## src/rtl/serial_word_tx.sv

```systemverilog
// MSB-first parallel-to-serial transmitter with frame_start/done strobes.
// Optional running mod-3 remainder outputs (rem, div3) when SERIAL_TX_MOD3_EN is defined.
module serial_word_tx #(
    parameter int WIDTH = 8
) (
    input  logic             clk,
    input  logic             reset,
    input  logic             load,
    input  logic [WIDTH-1:0] data_in,
    output logic             ready,
    output logic             Bit,
    output logic             bit_valid,
    output logic             frame_start,
`ifdef SERIAL_TX_MOD3_EN
    output logic [1:0]       rem,
    output logic             div3,
`endif
    output logic             done
);

    localparam int CW = $clog2(WIDTH);

    typedef enum logic [1:0] {
        S_IDLE  = 2'd0,
        S_SHIFT = 2'd1,
        S_DONE  = 2'd2
    } state_t;

    state_t           state_q, state_d;
    logic [WIDTH-1:0] shift_q, shift_d;
    logic [CW-1:0]    cnt_q, cnt_d;
    logic             bit_q, bit_d;
    logic             bit_valid_q, bit_valid_d;
    logic             frame_start_q, frame_start_d;
    logic             done_q, done_d;
    logic             ready_q, ready_d;

    always_comb begin
        state_d = state_q;
        shift_d = shift_q;
        cnt_d   = cnt_q;
        case (state_q)
            S_IDLE, S_DONE: begin
                if (load) begin
                    state_d = S_SHIFT;
                    shift_d = data_in;
                    cnt_d   = CW'(WIDTH - 1);
                end else begin
                    state_d = S_IDLE;
                end
            end
            S_SHIFT: begin
                // exit is decided on the old count so the counter never wraps
                if (cnt_q == '0) begin
                    state_d = S_DONE;
                end else begin
                    shift_d = shift_q << 1;
                    cnt_d   = cnt_q - CW'(1);
                end
            end
            default: state_d = S_IDLE;
        endcase

        bit_valid_d   = (state_d == S_SHIFT);
        bit_d         = bit_valid_d & shift_d[WIDTH-1];
        frame_start_d = (state_d == S_SHIFT) && (state_q != S_SHIFT);
        done_d        = (state_d == S_DONE);
        ready_d       = (state_d != S_SHIFT);
    end

    always_ff @(posedge clk) begin
        if (reset) begin
            state_q       <= S_IDLE;
            shift_q       <= '0;
            cnt_q         <= '0;
            bit_q         <= 1'b0;
            bit_valid_q   <= 1'b0;
            frame_start_q <= 1'b0;
            done_q        <= 1'b0;
            ready_q       <= 1'b1;
        end else begin
            state_q       <= state_d;
            shift_q       <= shift_d;
            cnt_q         <= cnt_d;
            bit_q         <= bit_d;
            bit_valid_q   <= bit_valid_d;
            frame_start_q <= frame_start_d;
            done_q        <= done_d;
            ready_q       <= ready_d;
        end
    end

    assign ready       = ready_q;
    assign Bit         = bit_q;
    assign bit_valid   = bit_valid_q;
    assign frame_start = frame_start_q;
    assign done        = done_q;

`ifdef SERIAL_TX_MOD3_EN
    logic [1:0] rem_q, rem_d;
    logic       div3_q, div3_d;

    function automatic logic [1:0] mod3_step(input logic [1:0] r, input logic b);
        case ({r, b})
            3'b000:  mod3_step = 2'd0;
            3'b001:  mod3_step = 2'd1;
            3'b010:  mod3_step = 2'd2;
            3'b011:  mod3_step = 2'd0;
            3'b100:  mod3_step = 2'd1;
            3'b101:  mod3_step = 2'd2;
            default: mod3_step = 2'd0;
        endcase
    endfunction

    always_comb begin
        rem_d = rem_q;
        if (state_q == S_SHIFT)
            rem_d = mod3_step(rem_q, shift_q[WIDTH-1]);
        else if (state_d == S_SHIFT)
            rem_d = 2'd0;
        div3_d = (state_d == S_DONE) && (rem_d == 2'd0);
    end

    always_ff @(posedge clk) begin
        if (reset) begin
            rem_q  <= 2'd0;
            div3_q <= 1'b0;
        end else begin
            rem_q  <= rem_d;
            div3_q <= div3_d;
        end
    end

    assign rem  = rem_q;
    assign div3 = div3_q;
`endif

endmodule

```

## config.mk

```make
export PLATFORM = sky130hd
export DESIGN_NAME = serial_word_tx
export DESIGN_NICKNAME = d
export VERILOG_FILES = /design/src/rtl/serial_word_tx.sv
export SDC_FILE = /design/constraint.sdc
export NUM_CORES = 1
export LEC_CHECK = 0
export BUFFER_PORTS_ARGS = -buffer_cell sky130_fd_sc_hd__buf_2
export CAP_MARGIN = 20
export CELL_PAD_IN_SITES_DETAIL_PLACEMENT = 1
export CELL_PAD_IN_SITES_GLOBAL_PLACEMENT = 1
export CORE_ASPECT_RATIO = 0.8
export CORE_MARGIN = 8
export CORE_UTILIZATION = 30
export CTS_CLUSTER_DIAMETER = 150
export DETAILED_ROUTE_END_ITERATION = 8
export PLACE_DENSITY_LB_ADDON = 0.1
export SYNTH_ARGS = -nofsm -noshare
export SYNTH_HDL_FRONTEND = slang
export SYNTH_SLANG_ARGS = --single-unit
```

## constraint.sdc

```tcl
create_clock -name clk -period 3.55 [get_ports clk]
set_input_delay 0.71 -clock clk [delete_from_list [all_inputs] [get_ports clk]]
set_output_delay 0.71 -clock clk [all_outputs]
set_load 0.03 [all_outputs]
```

After elaboration in Yosys (flattened, before gate mapping):

Index checks and enable logic that the tools add are counted.

* output and inout bits: 5
* flip-flop bits (word level): 18
* logic and storage cells: 34

* reduce and logical (&&, ||, !) cells: 6
* muxes and demuxes: 9
* equality and inequality tests: 8
* bitwise operators: 1
* add/subtract/negate cells: 1

Operators by type and width (number)
* 8-bit two-way mux: 2
* 8-bit one-hot mux with 2 select lines: 1
* 3-bit two-way mux: 2
* 3-bit one-hot mux with 2 select lines: 1
* 2-bit by 1-bit equality test with 1-bit output (second input constant): 2
* 2-bit equality test (second input constant): 2
* 2-bit by 1-bit inequality test with 1-bit output (second input constant): 2
* 2-bit inequality test (second input constant): 2
* 2-bit one-hot mux with 2 select lines: 1
* 3-bit logical NOT: 1
* 3-bit AND reduction: 1
* 3-bit by 1-bit subtractor with 3-bit output (second input constant): 1
* 2-bit logical NOT: 1
* 2-bit two-way mux: 1
* 2-bit nonzero test: 1
* 2-bit OR reduction: 1
* 1-bit bitwise AND: 1
* 1-bit logical AND: 1
* 1-bit two-way mux: 1

Depth between registers and ports, before layout:

Gate-level depths: netlist of the first run.

* word-level depth: 5
* gate-level depth with buffers: 6
* depth with buffers taken out: 5

Worst setup path before layout of the first run:

Ideal clock, no wire load.

* path type: input-to-reg
* from: input port load
* to: register cnt_q[1]
* setup time: 0.131 ns
* arrival time: 1.242 ns
* buffers on the path: 1
* setup slack: 2.178 ns
* stages: 4
* data required time: 3.419 ns
* cell sequence: nor2b_1 clkbuf_2 a211oi_2 a311oi_2

* cells in the longest elaborated chain, start to end: 2

Ends and longest elaborated chain
* from (decl): RTL line 8 `input logic load,`
* 2-bit inequality test (no source line)
* 3-bit AND reduction (no source line)
* to (signal assigned): RTL line 84 `cnt_q <= cnt_d;`
* to (decl): RTL line 31 `logic [CW-1:0] cnt_q, cnt_d;`

Every way passes these cells.
A chain may end at the register's enable or synchronous reset.

Worst setup path after layout of the first run:

* from: register cnt_q[0]
* to: register cnt_q[0]

* cells in the longest elaborated chain, start to end: 3
* elaborated cells on any way between the ends: 6

Ends and longest elaborated chain (RTL line)
* 3-bit by 1-bit subtractor with 3-bit output or 3-bit logical NOT (tied branches): 58, 54
* 3-bit two-way mux or 2-bit inequality test (tied branches)
* 3-bit one-hot mux with 2 select lines or 3-bit AND reduction (tied branches)

Several ways; a longest one is shown, not always the timed one. The select of a mux whose other input is x is not followed.

==> results of run 1 <==
==> path summary, 6_finish.rpt <==
kind	startpoint	end	slack, ns	depth (start not counted)
max	cnt_q[0]	cnt_q[0]	1.85	5
min	shift_q[3]	shift_q[3]	0.50	2
max reg2reg	cnt_q[0]	cnt_q[0]	1.85	5
min reg2reg	shift_q[3]	shift_q[3]	0.50	2
==> cell type report <==
| type | count | area (sq um) |
|---|---|---|
| clock buffers | 4 | 26.3 |
| fillers | 281 | 1560 |
| inverters | 2 | 7.51 |
| multi-input cells | 46 | 335 |
| flip-flops and latches | 17 | 340 |
| well taps | 27 | 33.8 |
| repair buffers | 15 | 75.1 |
==> power by group through the flow <==
stage	Sequential [uW]	Clock (uW)	Combinational [uW]
3_3_place_gp	220	0	86.4
3_5_place_dp	220	0	86.8
4_1_cts	216	113	86.8
5_1_grt	218	119	95.4
2_1_floorplan	226	0	62.5
6_report	216	105	86.8
==> cell usage after synthesis, types with 2 or more instances <==
library cell	count
o211ai_1	7
ha_1	2
dfxtp_1	17
a32oi_1	7
nor2_1	3
nor2b_1	5
nor4b_1	2
inv_1	2
buf_4	2
clkbuf_2	2
nand2b_1	4
buf_2	3
a21oi_1	8
==> state kept, by name, indices dropped and copies added, names as in the netlist <==
register     count
shift_q          7
cnt_q            3
state_q          2
Bit              1
bit_valid        1
done             1
frame_start      1
ready            1
==> logic make-up (layout without fill, tap and decap cells) <==
group / after synthesis / in the layout / synth area share
multiplexers: 1 / 1 / 0.0138
AND/OR/NAND/NOR: 16 / 16 / 0.133
AO/OA/AOI/OAI: 27 / 27 / 0.281
flip-flops: 17 / 17 / 0.468
buffers and inverters: 10 / 21 / 0.0706
adder cells (fa/ha/maj): 2 / 2 / 0.0344
==> per-stage QoR <==
step	setup slack, ns	util	instance area (sq um)	instances
2_1_floorplan	2.18	-	727	73
3_3_place_gp	1.76	0.332	792	107
3_5_place_dp	1.73	0.332	792	107
4_1_cts	1.87	0.343	818	111
5_1_grt	1.74	0.343	818	111
6_report	1.85	0.343	818	111
==> critical path, stage by stage (launching register included) <==
cell,delay [ns]
dfxtp_1,0.34
inv_1,0.08
ha_1,0.22
nor2b_1,0.63
o21ai_2,0.14
o21a_1,0.19
==> per-layer routing <==
layer	GRT usage	routed length, um	share of wire
met5	0	0	0
met4	0.0354	18	0.010
met3	0.0436	78	0.044
met2	0.149	830	0.47
met1	0.100	851	0.48
==> metrics.yaml, run 1 <==
sta:
  max_slew.worst_pin.slew_ns: 0.768
  fin_skew_ns: 0.00322
  fin_crit_sh: 0.480
  finalCriticalPeriod_ns: 1.70
  hold_viol_final: 0
  fin_setup_tns_ns: 0
  drv_slew: 0
  hold_slack_ns: 0.503
  maxSlewHeadroom: 0.487
  setup_violations: 0
  rsz0062_at_grt: "no"
  fmax_mhz: 587
global_route:
  antenna_found_initial: 0
  grt_max_degree: 18
  overflow: 0
  grt_pass1_wl_um: 2870
  grt_pass1_vias: 593
  track_usage: 0.0909
synthesis:
  ys_warn_count: 0
  synth-seq-cells: 17
  syn_avg_cell_area_sq_um: 9.96
  syn_area_sq_um: 727
  synth_top_cells_by_area: "dfxtp_1 47%, a32oi_1 8.4%, o211ai_1 7.2%"
  syn_nets: 86
  synth_edf_count: 0
  async_reset_ff_frac: 0
  synth-main-ff-cell: "dfxtp_1"
  ys_seq_area_frac: 0.468
  synth_top_area_cell: "dfxtp_1"
  yosysUniqueCellTypes: 22
  yosysTopAreaCellShare: 0.468
  postSynthCellCount: 73
pwr:
  pwr_density_cell_nw_per_um2: 498
  power.internal_uw: 280
  clkPwrFrac: 0.258
  p_sw_frac: 0.313
  leakage_uw: 0.000314
  power_frac_seq: 0.529
  vdd_drop_max_uv: 230
  combPwrFrac: 0.213
  total_power_uw: 408
  switchingPower_uw: 128
routing:
  dr.pass1.iters: 3
  antenna_left: 0
  avgViaCountPerCell: 5.30
  postRouteWirelength_um: 1780
  drc: 0
  wire_per_inst_um: 16.0
  drtIter0Drc: 30
  via_count: 588
floorplanning:
  die_area_sq_um: 4260
  core_sq_um: 2380
  ios: 16
  rows: 16
  start_util: 0.305
  die_h_um: 60.0
  die_w_um: 71.0
cells_and_area:
  layout_commonest_cell: "dfxtp_1"
  n_antenna_cell: 0
  nets: 98
  drive_above_1_share: 0.250
  area_growth_pct: 12.6
  mostFrequentLayoutCells: "17 x dfxtp_1, 15 x buf_2, 8 x a21oi_1, 7 x a32oi_1, 7 x o211ai_1"
cts:
  clk_pin_slew_ns: 0.10
  cts_num_sinks: 17
  root_buffer: "clkbuf_4"
  htreeDepth: 1
  cts_tree: "built"
  insertion_delay_ns: 0.29
  ctsResizeCount: 0
  clk_path_buf_depth: 2
  cts_inserted_buffers: 3
  cts_setup_buffers: 0
  postCtsHoldBufs: 0
job:
  cap_viol_max_count: 0
setup_path:
  crit_required_ns: 3.75
  cp-start-kind: "flop"
  crit_type: "reg -> reg"
  critical_path.max_fanout: 8
  worstPathArrival_ns: 1.90
  end_kind: "flop"
worst_hold_path:
  hp-class: "reg -> reg"
outcome:
  outcome: "finished clean"
placement:
  gp_congestion: 0.673
  port_buffers: 15
  place_hpwl_um: 1200
Power figures use the tool's default switching activity.
==> run 2: changes to the inputs <==
==> constraint.sdc (replaced) <==
create_clock -name clk -period 1.65 [get_ports clk]
set_input_delay 0.33 -clock clk [delete_from_list [all_inputs] [get_ports clk]]
set_output_delay 0.33 -clock clk [all_outputs]
set_load 0.03 [all_outputs]
==> run 2 against run 1 <==
- sequential power is 110% higher
- maximum frequency is 12% higher
- global-route usage is 0.36 points lower
- sequential share of layout area is 0.87 points lower
- flip-flop and latch count stayed put
- design area is 2.1% higher
- first-iteration DRC count is 27% lower
- clock power is 110% higher
- largest cell class unchanged
==> metrics.yaml, run 2 (synthesized netlist as in run 1, its figures left out) <==
cells_and_area:
  largest_reg_flops: 7
  nets: 100
  regMostFlops: "shift_q"
  fillCellCount: 285
  top_regs: "shift_q: 7 flops, cnt_q: 3 flops, state_q: 2 flops"
  stdcell_count: 113
  mostFrequentLayoutCells: "17 x dfxtp_1, 15 x buf_2, 8 x a21oi_1, 7 x a32oi_1, 7 x o211ai_1"
  drive_above_1_share: 0.279
  multi_input_area_sq_um: 338
  n_antenna_cell: 0
  seq_area_sq_um: 340
  area_growth_pct: 15.0
  fin_util: 0.351
  layout_commonest_cell: "dfxtp_1"
setup_path:
  worstPathArrival_ns: 1.72
  crit_required_ns: 1.85
  end_kind: "flop"
  r2r_start: "cnt_q[0]"
  ff2ff_setup_slack_ns: 0.13
  crit_path_cell_trace: "inv_1, ha_1, nand2b_1, a211oi_2, a311oi_2"
  r2r_cells: 5
  rr_endpoint: "cnt_q[1]"
  crit_family: "compound AO/OA/AOI/OAI gates"
  cp-start-kind: "flop"
  slowest_stage: "dfxtp_1"
  cpPeakStageDelay_ns: 0.37
  path_buf_inv: 1
  cp.depth: 5
  crit_type: "reg -> reg"
  critical_path.max_fanout: 10
floorplanning:
  die_area_sq_um: 4260
  rows: 16
  die_w_um: 71.0
  start_util: 0.305
  core_sq_um: 2380
  ios: 16
  die_h_um: 60.0
routing:
  via_count: 581
  drc: 0
  antenna_left: 0
  dr_wl_met3_um: 44
  wire_per_inst_um: 15.5
  dr.pass1.iters: 3
  postRouteWirelength_um: 1750
  met1_length_um: 863
  dr_wl_met2_um: 822
  routed.top_layer: "met4"
  avgViaCountPerCell: 5.14
  drtIter0Drc: 22
job:
  cap_viol_max_count: 0
worst_hold_path:
  hold_start: "data_in[7]"
  hold_end: "Bit"
  holdPathStages: 3
  hp-class: "in -> reg"
sta:
  hold_slack_ns: 0.271
  maxSlewHeadroom: 0.691
  max_slew.worst_pin.slew_ns: 0.463
  finalCriticalPeriod_ns: 1.52
  drv_slew: 0
  fin_skew_ns: 0.00571
  fmax_mhz: 658
  fin_setup_tns_ns: 0
  rsz0062_at_grt: "no"
  hold_viol_final: 0
  setup_violations: 0
  fin_crit_sh: 0.921
outcome:
  outcome: "finished clean"
global_route:
  grt_pass1_wl_um: 2890
  track_usage: 0.0873
  antenna_found_initial: 0
  overflow: 0
  grt_max_degree: 18
  grt_pass1_vias: 630
pwr:
  total_power_uw: 879
  vdd_drop_max_uv: 549
  pwr_density_cell_nw_per_um2: 1050
  leakage_uw: 0.000325
cts:
  htreeDepth: 1
  clk_path_buf_depth: 2
  insertion_delay_ns: 0.29
  clk_pin_slew_ns: 0.10
  cts_setup_buffers: 0
  cts_tree: "built"
  cts_num_sinks: 17
  root_buffer: "clkbuf_4"
  cts_inserted_buffers: 3
placement:
  gp_congestion: 0.692
  port_buffers: 15
  placed_cells: 109
  place_hpwl_um: 1210
[run 2: worst max path at each step]
| stage | startpoint | slack, ns | to |
|---|---|---|---|
| floorplan | cnt_q[0] | 0.42 | shift_q[0] |
| global placement | cnt_q[0] | 0.13 | cnt_q[0] |
| detailed placement | cnt_q[0] | 0.08 | cnt_q[0] |
| CTS | cnt_q[0] | 0.07 | cnt_q[0] |
| global route | cnt_q[0] | 0.003 | cnt_q[1] |
| finish | cnt_q[0] | 0.13 | cnt_q[1] |
[run 2: layout make-up]
class	instances	area share
multi-input combinational	46	0.404
timing repair buffer	17	0.108
tap	27	0.0404
inverter	2	0.00898
clock buffer	4	0.0314
sequential	17	0.407
[run 2: tightest hold or removal path: stages]
cell and delay (ns):
buf_2 0.07, a32oi_1 0.05, nor2_1 0.08
[run 2: power breakdown]
| group | internal [uW] | switching (uW) |
|---|---|---|
| clock network | 93.8 | 129 |
| registers | 444 | 20.0 |
| logic | 71.3 | 121 |
[run 2: routing by layer]
| layer | vias to the layer above | global-route usage |
|---|---|---|
| met1 | 278 | 0.0993 |
| met4 | 0 | 0.0177 |
| met5 | - | 0 |
| met3 | 2 | 0.0369 |
| li1 | 296 | - |
| met2 | 5 | 0.150 |
[run 2: repair_timing]
action / in CTS / in global routing
endpoints found under the setup margin: 0 / 10
hold buffers: 0 / 0
gates resized for setup: 0 / 1
[run 2: through the flow]
stage               setup WS, ns  area (sq um)
finish                     0.130           836
global route             0.00278           836
CTS                       0.0654           833
detailed placement        0.0803           807
global placement           0.134           807
floorplan                  0.423           727
